[src/rtl/flush_ctrl.sv]
// Misprediction flush generator at EX: raises a registered flush, issues one
// valid/ready redirect with the corrected PC, and counts mispredictions.
module flush_ctrl #(
  parameter int unsigned XLEN         = 32,
  parameter int unsigned FLUSH_CYCLES = 2,
  parameter int unsigned CNT_W        = 16
) (
  input  logic             clk,
  input  logic             rst,
  input  logic             ex_valid,
  input  logic             ex_is_branch,
  input  logic             ex_is_jump,
  input  logic             ex_taken,
  input  logic             ex_pred_taken,
  input  logic [XLEN-1:0]  ex_pc,
  input  logic [XLEN-1:0]  ex_target,
  input  logic [XLEN-1:0]  ex_pred_target,
  input  logic             stall,
  output logic             flush_signal,
  output logic             redirect_valid,
  output logic [XLEN-1:0]  redirect_pc,
  input  logic             redirect_ready,
  output logic             busy,
  output logic [CNT_W-1:0] mispredict_cnt
);

  localparam int unsigned FC_W = 4;
  localparam logic [FC_W-1:0]  FC_LOAD = FC_W'(FLUSH_CYCLES);
  localparam logic [CNT_W-1:0] CNT_MAX = {CNT_W{1'b1}};

  typedef enum logic [1:0] {
    IDLE  = 2'd0,
    FLUSH = 2'd1,
    HOLD  = 2'd2
  } state_t;

  state_t            state, state_nxt;
  logic [FC_W-1:0]   fcnt, fcnt_nxt;
  logic              done, done_nxt;
  logic              flush_nxt;
  logic              rv_nxt;
  logic [XLEN-1:0]   pc_nxt;
  logic [CNT_W-1:0]  mcnt_nxt;

  logic              resolved;
  logic              taken;
  logic              tgt_mismatch;
  logic              mispredict;
  logic [XLEN-1:0]   corr_pc;
  logic              hs;

  // Outcome resolution against the fetch-time prediction
  always_comb begin
    resolved     = ex_valid & ~stall;
    taken        = ex_is_jump | ex_taken;
    tgt_mismatch = (ex_target != ex_pred_target);
    mispredict   = resolved &
                   ((ex_is_jump & (~ex_pred_taken | tgt_mismatch)) |
                    (ex_is_branch & (ex_taken != ex_pred_taken)) |
                    (ex_is_branch & ex_taken & ex_pred_taken & tgt_mismatch));
    corr_pc      = taken ? ex_target : (ex_pc + XLEN'(4));
    hs           = redirect_valid & redirect_ready;
  end

  // Next-state and next-output logic
  always_comb begin
    state_nxt = state;
    fcnt_nxt  = fcnt;
    done_nxt  = done;
    rv_nxt    = redirect_valid & ~hs;
    pc_nxt    = redirect_pc;
    mcnt_nxt  = mispredict_cnt;
    case (state)
      IDLE: begin
        if (mispredict) begin
          state_nxt = FLUSH;
          fcnt_nxt  = FC_LOAD;
          done_nxt  = 1'b0;
          rv_nxt    = 1'b1;
          pc_nxt    = corr_pc;
          if (mispredict_cnt != CNT_MAX) begin
            mcnt_nxt = mispredict_cnt + CNT_W'(1);
          end
        end
      end
      FLUSH: begin
        done_nxt = done | hs;
        // A stalled cycle does not count toward the minimum flush length
        if (!stall) begin
          fcnt_nxt = fcnt - FC_W'(1);
          if (fcnt == FC_W'(1)) begin
            state_nxt = (done | hs) ? IDLE : HOLD;
          end
        end
      end
      HOLD: begin
        done_nxt = done | hs;
        if (hs) begin
          state_nxt = IDLE;
        end
      end
      default: begin
        state_nxt = IDLE;
      end
    endcase
    flush_nxt = (state_nxt != IDLE);
  end

  // State and registered outputs
  always_ff @(posedge clk or posedge rst) begin
    if (rst) begin
      state          <= IDLE;
      fcnt           <= '0;
      done           <= 1'b0;
      flush_signal   <= 1'b0;
      busy           <= 1'b0;
      redirect_valid <= 1'b0;
      redirect_pc    <= '0;
      mispredict_cnt <= '0;
    end else begin
      state          <= state_nxt;
      fcnt           <= fcnt_nxt;
      done           <= done_nxt;
      flush_signal   <= flush_nxt;
      busy           <= flush_nxt;
      redirect_valid <= rv_nxt;
      redirect_pc    <= pc_nxt;
      mispredict_cnt <= mcnt_nxt;
    end
  end

endmodule

[config.mk]
export PLATFORM = sky130hd
export DESIGN_NAME = flush_ctrl
export DESIGN_NICKNAME = d
export VERILOG_FILES = /design/src/rtl/flush_ctrl.sv
export SDC_FILE = /design/constraint.sdc
export NUM_CORES = 1
export LEC_CHECK = 0
export ABC_AREA = 1
export BUFFER_PORTS_ARGS = -buffer_cell sky130_fd_sc_hd__buf_2
export CAP_MARGIN = 20
export CORE_MARGIN = 4
export CORE_UTILIZATION = 52
export CTS_BUF_LIST = sky130_fd_sc_hd__clkbuf_4
export CTS_CLUSTER_SIZE = 10
export DETAILED_ROUTE_END_ITERATION = 6
export GPL_TIMING_DRIVEN = 0
export PLACE_DENSITY_LB_ADDON = 0.1
export SYNTH_ARGS = -nofsm -noshare
export SYNTH_HDL_FRONTEND = slang
export SYNTH_SLANG_ARGS = --single-unit
[constraint.sdc]
create_clock -name clk -period 1.81 [get_ports clk]
set_input_delay 0 -clock clk [delete_from_list [all_inputs] [get_ports clk]]
set_output_delay 0 -clock clk [all_outputs]
set_load 0.03 [all_outputs]
### Yosys cells after proc, flatten, opt, wreduce, memory -nomap -nowiden

Index checks and enable logic that the tools add are counted.

* bits in registers: 57
* memories kept: 0
* bits in latches: 0
* memory bits (writable): 0
* logic and storage cells: 58
* input bits: 105
* memory bits (read-only): 0

* equal/unequal tests: 8
* order comparisons: 0
* add/subtract/negate cells: 3
* multiplexer cells: 14
* reduce and logical (&&, ||, !) cells: 9
* shift operators: 0
* $mul: 0
* div/mod/pow operators: 0
* bitwise gates (word level): 17

Operators by type and width (number)
* adder 32 x 3 -> 32 bit, second input constant: 1
* two-way mux 32 bit: 1
* != test 32 bit: 1
* adder 16 x 1 -> 16 bit, second input constant: 1
* != test 16 bit, second input constant: 1
* two-way mux 2 bit: 5
* AND 1 bit: 9
* two-way mux 4 bit: 2
* case mux 4 bit (2 select lines): 1
* case mux 2 bit (3 select lines): 1
* AND reduction 3 bit: 2
* nonzero test 2 bit: 3
* bitwise OR 1 bit: 5
* equality test 4 x 1 -> 1 bit, second input constant: 1
* != test 2 bit, second input constant: 2
* AND reduction 2 bit: 2
* subtractor 4 x 1 -> 4 bit, second input constant: 1
* two-way mux 1 bit: 3
* inverter 1 bit: 3
* equality test 2 x 1 -> 1 bit, second input constant: 1
* equality test 2 bit, second input constant: 1
* logical NOT 2 bit: 1
* case mux 1 bit (2 select lines): 1
* OR reduction 2 bit: 1
* != test 1 bit: 1

### Logic depth before layout (Yosys ltp)

Gate-level depths: netlist of the first run.

* word-level depth: 9
* mapped depth: 15
* gate-level depth less buffers: 14

### Least setup slack after synthesis of the first run

No wires, ideal clock.

* path kind: register to register
* start point: register mispredict_cnt[0]
* end point: register mispredict_cnt[3]
* cell stages (with the launch flop): 8
* library setup time: 119 ps
* path slack: -21 ps
* arrival time: 1713 ps
* data required time: 1691 ps
* path through: dfrtp_1 > ha_1 > nand3_1 > nor2_1 > nand4_2 > buf_2 > nand3_1 > nand2_1

* word-level cells in the longest chain between the ends: 2
* elaborated cells on any way between the ends: 3
* classes of those cells: add/sub: 1; eq/ne: 1; reduce/logical: 1

RTL lines
* start, declared: line 24 `output logic [CNT_W-1:0] mispredict_cnt`
* start signal, assigned: line 128 `mispredict_cnt <= mcnt_nxt;`
* parallel branches: the longest is 2 deep, another holds adder 16 x 1 -> 16 bit

Several ways; the timed one is not identified.
A chain may end at the register's enable or synchronous reset.

### Worst setup path after layout of the first run

* start point: input port ex_pc[2]
* end point: register redirect_pc[28]

* word-level cells in the longest chain between the ends: 2

RTL lines
* start, declared: line 15 `input logic [XLEN-1:0] ex_pc,`
* adder 32 x 3 -> 32 bit: line 61 `corr_pc = taken ? ex_target : (ex_pc + XLEN'(4));`
* two-way mux 32 bit: line 61
* end signal, assigned: line 127 `redirect_pc <= pc_nxt;`
* end, declared: line 21 `output logic [XLEN-1:0] redirect_pc,`

Every way passes these cells.

==> results.md, run 1 <==
- Area of the core: 8260 um^2
- Die Wd: 100 um
- CP endpoint: redirect_pc[28]$_DFFE_PP0P_
- Power per cell area: 1040 nW/um^2
- Vias: 5202
- Seq/Total Area, Yosys: 0.323
- Worst hold margin: 0.0167 ns
- GR Layer Usage met1: 0.397
- FF-to-FF path depth: 7
- HPWL Detailed: 12.0 mm
- Worst r2r src: mispredict_cnt[0]$_DFFE_PP0P_
- Cell variety after synth: 40
- ANT cells: 0
- Register area: 1430 um^2
- First-pass GRT wire length: 24.2 mm
- Gr busiest metal: met2
- Iter 0 DRT Violations: 368
- Area of the multi-input gates: 2590 um^2
- Min cycle time layout: 1.72 ns
- Commonest non-fill, non-tap cell in the layout: nand2_1
- Gate Count Post-Synth: 677
- Synth area leaders: dfrtp_1, nand2_1, inv_1
- Crit Path Class: in2reg
- Most frequent cells in the layout: nand2_1, buf_2, inv_1
- Slowest stage cell, crit path: dlygate4sd3_1
- Final nets: 988
- Post-Route WL: 15.2 mm
- H-tree Lvls: 3
- Clock Skew: 0.0134 ns
- DR pass1 iterations: 5
- Leak: 3.26 nW
- Clk buf depth: 2
- CP Max Fanout: 5
- Startpoint Class: input pin
- Fill count: 744
- Final max-slew violation count: 0
- Seq pwr share: 0.340
- Die area: 10000 um^2
- Vias in the first global route: 5062
- R2R Path End: mispredict_cnt[3]$_DFFE_PP0P_
- Die H: 100 um
- Vias per cell: 5.28
- Slew HR: 0.663
- CTS tree: built
- CP max stage delay: 0.52 ns
- Post-synthesis cell area: 4420 um^2
- Worst Tran Pin Value: 0.505 ns
- Gate power share: 0.482
- # Max-Cap Violations: 0
- Average size of a mapped cell: 6.53 um^2
- Final Util: 0.713
- CP Depth: 15
- CTS Root Cell: clkbuf_4
- Int Power: 3.28 mW
- CP cell instances: dlygate4sd3_1, buf_2, ha_4, nand3_4, inv_1, nand2_1, nor2_2, nand2_1, inv_1, nand2_1, xnor2_1, nand2_1, nand2_1, nand2_1, nand2_1
- Critical Path RT: 2.15 ns
- Maximum vdd ir drop: 0.710 mV
- Sw Ratio: 0.465
- Setup_tns: 0 ns
- Yosys top cell area share: 0.323
- GRT Residual Overflow: 0
- Row count: 33
- Post-route ant nets: 0
- Layout cell share with drive strength beyond 1: 0.240
- Worst skew pair latency: 0.41 ns
- CP bufs+invs: 4
- Gr usage total: 0.306
- Worst-path clk slew: 0.10 ns
- Total Power: 6.14 mW
- Crit path max-delay family: buffers and inverters
- Port buffer count: 155
- Hold WC Path Type: in2reg
- Psw: 2.85 mW
- WL/cell: 15.4 um
- # IOs: 156
- Largest net degree at the start of global routing: 39
- Clock share of power: 0.178
- Initial Util: 0.535
- Status: finished, final reports clean
- Num CTS Buffers: 9
- Fmax: 580 MHz
- Layout area overhead: 33.3%
- Drc violations: 0
- Synthesis Warnings: 0
- GP Congestion: 0.998
- Hold Vio Cnt, Final: 0
- Clk sink count: 57
- Crit end category: register
- Synthesized Nets: 790
- Crit path from: ex_pc[2]
- Worst EP arrival: 2.07 ns
- Reg2Reg Setup Slack: 0.10 ns
- Leading area contributor after synthesis: dfrtp_1
- Met2 Usage GRT: 0.515
- Most common cell on crit path: nand2_1
- Finish-stage setup viols: 0
- Met3 GRT Util: 0.0716
- Number of synthesized register bits: 57
- Initial antenna violation count: 2
- Ratio of final minimum period to clock period: 0.952
## kinds of logic (layout without fill, tap and decap cells)
family          count (synthesis)  count (layout)  share of synthesized area
xor+xnor                       41              41                     0.0813
simple gates                  386             386                      0.370
compound gates                 69              69                     0.0847
mux                             6               6                     0.0136
buf+inv                       110             313                      0.104
flops                          57              57                      0.323
fa+ha+maj                       8               8                     0.0227
## worst reg2reg max path: stages (launching register included)
cell	delay, ns
dfrtp_2	0.45
ha_2	0.24
nand3_2	0.15
nor2_4	0.17
nand4_4	0.19
buf_4	0.24
nand3_1	0.10
nand2_1	0.06
## power groups by stage
stage	Combinational (mW)	Sequential, mW	Clock, mW
global route	3.22	2.14	1.17
CTS	2.91	2.08	1.10
global placement	2.76	2.07	0
finish	2.96	2.09	1.09
floorplan	1.13	2.85	0
detailed placement	2.85	2.09	0
## routing by layer
metal | vias up | part of all wire
li1 | 2516 | -
met1 | 2400 | 0.41
met2 | 253 | 0.47
met3 | 29 | 0.10
met4 | 4 | 0.017
met5 | - | 0.0026
## layout make-up
cell class                      count  area share
Multi-Input combinational cell    510       0.440
Sequential cell                    57       0.242
Timing Repair Buffer              187       0.187
Inverter                           93      0.0597
Tap cell                          105      0.0223
Buffer                             17      0.0212
Clock inverter                      6      0.0140
Clock buffer                       10      0.0127
## timing repair
item,4_1_cts,5_1_grt
pin swaps,0,3
hold buffers,30,0
gates resized for setup,3,17
setup buffers,0,1
hold endpoints to repair,61,0
endpoints found under the setup margin,12,53
## synth_stat cells
library cell	instances
clkbuf_1	3
nor3_2	1
o21ai_0	41
nand3_1	39
nand4_2	1
buf_6	4
nand2_2	1
a21boi_0	1
dfrtp_1	57
inv_1	92
nor4_1	2
nand2_1	243
o31ai_1	1
o21ai_1	5
or2_1	1
o21bai_1	1
nor2_4	1
a2bb2oi_1	2
o22ai_1	3
nand2_4	1
nand4_1	9
ha_1	8
xnor2_1	20
a21oi_1	10
inv_2	1
nand3b_1	2
nor2_2	2
mux2i_1	6
o211ai_1	3
xor2_1	21
nor2_1	54
nor3b_1	1
buf_2	5
buf_1	1
nor3_1	20
a31oi_1	2
clkbuf_2	1
buf_4	3
or2_2	4
nand3_2	4
## through the flow
stage / cell area (um^2) / instances / setup slack, ns
CTS: 5820 / 984 / 0.00933
floorplan: 4420 / 677 / 0.0272
global route: 5890 / 985 / -0.0171
global placement: 5330 / 937 / -0.472
detailed placement: 5350 / 938 / -0.0565
finish: 5890 / 985 / 0.0862
## worst min-delay path by stage
stage                               from                           to  slack, ns  depth (start not counted)
after floorplan           redirect_ready     redirect_valid$_DFF_PP0_       0.11                          1
after global placement    redirect_ready     redirect_valid$_DFF_PP0_       0.21                          2
after detailed placement             rst     redirect_valid$_DFF_PP0_       0.05                          2
after CTS                  ex_target[21]  redirect_pc[21]$_DFFE_PP0P_     0.0006                          5
after global routing       ex_target[23]  redirect_pc[23]$_DFFE_PP0P_      0.007                          5
final                      ex_target[21]  redirect_pc[21]$_DFFE_PP0P_       0.02                          5
## sequential cells by signal, summed over array words and instances (netlist names)
signal	count
mispredict_cnt	16
done	1
fcnt	4
busy	1
redirect_pc	32
redirect_valid	1
state	2
Note: power is estimated with default switching activity, not from simulation.
==> inputs of run 2 (changes only) <==
--- a/config.mk
+++ b/config.mk
@@ -10,7 +10,7 @@
 export CAP_MARGIN = 20
 export CORE_MARGIN = 4
 export CORE_UTILIZATION = 52
-export CTS_BUF_LIST = sky130_fd_sc_hd__clkbuf_4
+export CTS_BUF_LIST = sky130_fd_sc_hd__clkbuf_8
 export CTS_CLUSTER_SIZE = 10
 export DETAILED_ROUTE_END_ITERATION = 6
 export GPL_TIMING_DRIVEN = 0
==> results.md, run 2 (synthesis results as in run 1) <==
- Slowest stage cell, crit path: dfrtp_1
- Crit end category: register
- Worst Hold End: redirect_pc[10]$_DFFE_PP0P_
- Worst skew pair latency: 0.35 ns (-0.06 ns)
- Worst r2r src: mispredict_cnt[1]$_DFFE_PP0P_
- HPWL Detailed: 12.0 mm (unchanged)
- CTS Root Cell: clkbuf_8
- Total Power: 6.39 mW (+4.2%)
- GRT Residual Overflow: 0 (unchanged)
- Fmax: 587 MHz (+1.2%)
- Most common cell on crit path: nand3_1
- CP bufs+invs: 1 (-3)
- Area post-placement: 5350 um^2 (unchanged)
- Crit path max-delay family: simple AND/OR/NAND/NOR gates
- Worst Tran Pin Value: 0.503 ns (-0.00239 ns)
- CP cell instances: ha_2, nand3_1, nor2_2, nand4_4, buf_6, nand3_1, nand2_1
- Non-filler cells in the finished layout: 964 (-2.1%)
- Row count: 33 (unchanged)
- Iter 0 DRT Violations: 278 (-24%)
- Initial Util: 0.535 (unchanged)
- Final nets: 967 (-2.1%)
- Vias per cell: 5.28 (about the same)
- CP Max Fanout: 10 (+5)
- Crit Path Class: reg2reg
- # Max-Cap Violations: 0 (unchanged)
- Slew HR: 0.665 (+0.00159)
- Hold Path Depth: 3 (-2)
- Finish-stage setup viols: 0 (unchanged)
- Layout area overhead: 29.8%
- Initial antenna violation count: 2 (unchanged)
- Layout cell share with drive strength beyond 1: 0.241 (+0.00121)
- Min cycle time layout: 1.70 ns (-0.0196 ns)
- GP Congestion: 0.998 (unchanged)
- Number of flip-flops in the largest register: 32 (unchanged)
- Vias: 5087 (-2.2%)
- Placed insts: 938 (unchanged)
- Status: finished, final reports clean
- Worst EP arrival: 1.93 ns (-0.14 ns)
- FF-to-FF path depth: 7 (unchanged)
- Die Wd: 100 um (unchanged)
- Final Util: 0.694 (-0.0189)
- Fill count: 772 (+3.8%)
- Clk buf depth: 2 (unchanged)
- CP max stage delay: 0.41 ns (-0.11 ns)
- RSZ-0062 raised after global routing: false
- Port buffer count: 155 (unchanged)
- Final max-slew violation count: 0 (unchanged)
- Hold WC Path Type: in2reg
- Setup_tns: 0 ns (unchanged)
- Top reg by flops: redirect_pc
- Maximum vdd ir drop: 0.729 mV (+2.6%)
- Ratio of final minimum period to clock period: 0.942 (-0.0108)
- Min-delay src: ex_target[10]
- R2R Path End: mispredict_cnt[3]$_DFFE_PP0P_
- Commonest non-fill, non-tap cell in the layout: nand2_1
- Vias in the first global route: 4896 (-3.3%)
- Drc violations: 0 (unchanged)
- Die area: 10000 um^2 (unchanged)
- Most frequent cells in the layout: nand2_1, buf_2, inv_1
- WL/cell: 15.5 um (+0.59%)
- Power per cell area: 1120 nW/um^2 (+7.0%)
- Worst-path clk slew: 0.07 ns (-0.03 ns)
- First-pass GRT wire length: 23.5 mm (-3.0%)
- # IOs: 156 (unchanged)
- Post-route ant nets: 0 (unchanged)
- ANT cells: 0 (unchanged)
- Leak: 3.21 nW (-1.3%)
- Reg2Reg Setup Slack: 0.11 ns (about the same)
- Post-route cell area: 5730 um^2 (-2.7%)
- Clk sink count: 57 (unchanged)
- H-tree Lvls: 3 (unchanged)
- Num CTS Buffers: 9 (unchanged)
- Largest net degree at the start of global routing: 39 (unchanged)
- Area of the core: 8260 um^2 (unchanged)
- Post-Route WL: 15.0 mm (-1.6%)
- Die H: 100 um (unchanged)
- Startpoint Class: register
- Largest regs: redirect_pc x32, mispredict_cnt x16, fcnt x4
- Gr usage total: 0.299 (-0.00762)
- DR pass1 iterations: 5 (unchanged)
- CTS tree: built
- Hold Vio Cnt, Final: 0 (unchanged)
- Clock Skew: 0.0142 ns (+0.000806 ns)
- Critical Path RT: 2.04 ns (-0.11 ns)
[run 2: metrics by stage]
step	setup slack, ns	hold WS, ns
2_1_floorplan	0.0272	0.107
3_3_place_gp	-0.472	0.210
3_5_place_dp	-0.0565	0.0465
4_1_cts	0.00233	0.00177
5_1_grt	0.00520	0.0174
6_report	0.106	0.0199
[run 2: final cells by class]
type	instances	area, um^2	share of cell area
Multi-Input combinational cell	510	2560	0.446
Sequential cell	57	1430	0.249
Timing Repair Buffer	167	920	0.160
Inverter	93	352	0.0613
Clock buffer	10	138	0.0240
Tap cell	105	131	0.0229
Buffer	16	128	0.0223
Clock inverter	6	82.6	0.0144
[run 2: worst max-delay path by stage]
stage | startpoint | slack (ns) | endpoint | cells past startpoint
2_1_floorplan | mispredict_cnt[1]$_DFFE_PP0P_ | 0.03 | mispredict_cnt[3]$_DFFE_PP0P_ | 7
3_3_place_gp | rst | -0.47 | mispredict_cnt[0]$_DFFE_PP0P_ | 2
3_5_place_dp | mispredict_cnt[0]$_DFFE_PP0P_ | -0.06 | mispredict_cnt[3]$_DFFE_PP0P_ | 7
4_1_cts | mispredict_cnt[0]$_DFFE_PP0P_ | 0.002 | mispredict_cnt[3]$_DFFE_PP0P_ | 7
5_1_grt | state[1]$_DFF_PP0_ | 0.005 | fcnt[2]$_DFFE_PP0P_ | 8
6_report | mispredict_cnt[1]$_DFFE_PP0P_ | 0.11 | mispredict_cnt[3]$_DFFE_PP0P_ | 7
[run 2: power breakdown]
part | internal, mW | switching [mW] | leakage [nW]
combinational | 0.970 | 1.99 | 2.36
clock | 0.805 | 0.550 | 0.117
sequential | 1.74 | 0.339 | 0.734
[run 2: what timing repair did]
item,CTS,global route
resized for setup,3,14
setup endpoints to repair,12,42
hold buffers,8,0
buffers inserted,0,2
gates cloned,0,1
endpoints found under the hold margin,26,0
pin swaps,1,3
[run 2: tightest hold or removal path: stages]
cell     delay (ns)
buf_2          0.11
a21oi_1        0.06
o21ai_0        0.16
[run 2: metal layers]
| metal | track usage | share of wire | up-vias |
|---|---|---|---|
| met4 | 0.0933 | 0.024 | 4 |
| met3 | 0.0764 | 0.10 | 32 |
| li1 | - | - | 2481 |
| met2 | 0.486 | 0.46 | 241 |
| met5 | 0 | 0.0027 | - |
| met1 | 0.391 | 0.42 | 2329 |
==> inputs of run 3 (changes only) <==
--- a/config.mk
+++ b/config.mk
@@ -14,7 +14,7 @@
 export CTS_CLUSTER_SIZE = 10
 export DETAILED_ROUTE_END_ITERATION = 6
 export GPL_TIMING_DRIVEN = 0
-export PLACE_DENSITY_LB_ADDON = 0.1
+export PLACE_DENSITY = 0.83
 export SYNTH_ARGS = -nofsm -noshare
 export SYNTH_HDL_FRONTEND = slang
 export SYNTH_SLANG_ARGS = --single-unit
==> constraint.sdc (replaced) <==
create_clock -name clk -period 1.81 [get_ports clk]
set_input_delay 0 -clock clk [delete_from_list [all_inputs] [get_ports clk]]
set_output_delay 0 -clock clk [all_outputs]
set_load 0.02 [all_outputs]
==> results.md, run 3 (synthesis results as in run 1) <==
- Final nets: 964 (-0.31%)
- Finish-stage setup viols: 0 (unchanged)
- CP Max Fanout: 10 (unchanged)
- CP max stage delay: 0.44 ns (+0.03 ns)
- Worst r2r src: state[0]$_DFF_PP0_
- Worst skew pair latency: 0.33 ns (-0.02 ns)
- Met3 GRT Util: 0.0660 (-0.0104)
- Vias in the first global route: 5160 (+5.4%)
- Area of the core: 8260 um^2 (unchanged)
- Slew HR: 0.568 (-0.0970)
- Min-delay src: ex_target[18]
- Maximum vdd ir drop: 0.475 mV (-35%)
- Status: finished, final reports clean
- Critical Path RT: 2.07 ns (+0.03 ns)
- Gr busiest metal: met2
- Number of flip-flops in the largest register: 32 (unchanged)
- Clk sink count: 57 (unchanged)
- Post-route ant nets: 0 (unchanged)
- Layout cell share with drive strength beyond 1: 0.246 (+0.00552)
- Vias per cell: 5.37 (+1.8%)
- Post-Route WL: 15.4 mm (+2.8%)
- Crit Path Class: reg2reg
- Die Wd: 100 um (unchanged)
- Largest regs: redirect_pc x32, mispredict_cnt x16, fcnt x4
- Vias: 5160 (+1.4%)
- Crit end category: register
- Gr usage total: 0.308 (+0.00887)
- CTS tree: built
- Worst EP arrival: 1.96 ns (+0.03 ns)
- # Max-Cap Violations: 0 (unchanged)
- Clock Skew: 0.0114 ns (-0.00279 ns)
- Largest net degree at the start of global routing: 31 (-21%)
- Initial Util: 0.535 (unchanged)
- Hold WC Path Type: in2reg
- GR Layer Usage met1: 0.378 (-0.0128)
- Met2 Usage GRT: 0.514 (+0.0275)
- Port buffer count: 155 (unchanged)
- Die H: 100 um (unchanged)
- CTS Root Cell: clkbuf_8
- First-pass GRT wire length: 24.4 mm (+4.1%)
- Final max-slew violation count: 0 (unchanged)
- Worst-path clk slew: 0.07 ns (about the same)
- Total Power: 6.11 mW (-4.4%)
- WL/cell: 16.0 um (+3.1%)
- Slowest stage cell, crit path: dfrtp_1
- GRT Residual Overflow: 0 (unchanged)
- Top reg by flops: redirect_pc
- Min cycle time layout: 1.69 ns (-0.00925 ns)
- HPWL Detailed: 12.4 mm (+3.9%)
- GP Congestion: 0.968 (-3.1%)
- Drc violations: 0 (unchanged)
- CP cell instances: inv_1, ha_1, nand3_2, inv_4, buf_2, nand3_1, nand2_1
- Initial antenna violation count: 0 (-2)
- Hold Vio Cnt, Final: 0 (unchanged)
- Commonest non-fill, non-tap cell in the layout: nand2_1
- Iter 0 DRT Violations: 307 (+10%)
- Row count: 33 (unchanged)
- Fmax: 590 MHz (+0.55%)
- Most frequent cells in the layout: nand2_1, buf_2, inv_1
- Crit path from: state[0]$_DFF_PP0_
- Startpoint Class: register
- Power per cell area: 1080 nW/um^2 (-3.5%)
- Reg2Reg Setup Slack: 0.12 ns (about the same)
- Worst hold margin: 0.0286 ns (+0.00871 ns)
- Clk buf depth: 2 (unchanged)
- DR pass1 iterations: 5 (unchanged)
- Layout area overhead: 28.5%
- Num CTS Buffers: 9 (unchanged)
- H-tree Lvls: 3 (unchanged)
- ANT cells: 0 (unchanged)
- Leak: 3.17 nW (-1.4%)
- # IOs: 156 (unchanged)
- Worst Tran Pin Value: 0.648 ns (+0.145 ns)
- Ratio of final minimum period to clock period: 0.936 (-0.00511)
- Die area: 10000 um^2 (unchanged)
==> run 3: cell types whose count changed in the layout (fill, tap and decap cells not counted), sizes merged <==
cell	delta
clkinv	-2
clkinvlp	+3
dlygate4sd3	-3
inv	-1
==> run 3: per-stage QoR <==
step	util	std cells	setup slack (ns)	TNS [ns]	area, um^2
floorplan	-	677	0.0593	0	4420
global placement	0.645	937	-0.237	-14.54	5330
detailed placement	0.647	938	-0.116	-1.22	5350
CTS	0.683	959	0.0244	0	5640
global route	0.688	961	-0.0347	-0.0672	5680
finish	0.688	961	0.115	0	5680
==> run 3: per-layer routing <==
metal	part of all wire	vias up
li1	-	2472
met4	0.043	0
met1	0.40	2393
met2	0.47	244
met5	0	-
met3	0.086	51
==> run 3: worst max-delay path, delay by kind of cell, from the launching register on <==
kind	cells	cell delay (ns)
buffers and inverters	3	0.52
DFF	1	0.44
and+or+nand+nor	3	0.40
adders and majority gates	1	0.27
==> run 3: cell type report <==
class | count | area, um^2
plain buffers | 17 | 118
repair buffers | 163 | 861
multi-input cells | 510 | 2560
inverters | 93 | 352
flip-flops and latches | 57 | 1430
well taps | 105 | 131
clock buffers | 10 | 138
fillers | 745 | 2580
clock inverters | 6 | 91.3
==> run 3: power by group <==
group	total, mW	leakage [nW]	internal [mW]	switching (mW)
Clock	1.37	0.105	0.815	0.558
Sequential	2.10	0.731	1.74	0.352
Combinational	2.64	2.33	0.946	1.69
Total	6.11	3.17	3.51	2.60
==> run 3: what timing repair did <==
action	in CTS	in global routing
buffers inserted	0	2
resized for setup	3	10
pin swaps	0	1
hold buffers	5	0
hold endpoints to repair	33	0
setup endpoints to repair	12	22
==> run 3: final timing paths <==
kind,endpoint,cells past startpoint
worst max-delay path,mispredict_cnt[0]$_DFFE_PP0P_,7
worst min-delay path,redirect_pc[18]$_DFFE_PP0P_,5
worst max register to register,mispredict_cnt[0]$_DFFE_PP0P_,7
worst min register to register,redirect_pc[24]$_DFFE_PP0P_,2
max in group asynchronous,redirect_pc[10]$_DFFE_PP0P_,4
min in group asynchronous,fcnt[0]$_DFFE_PP0P_,3
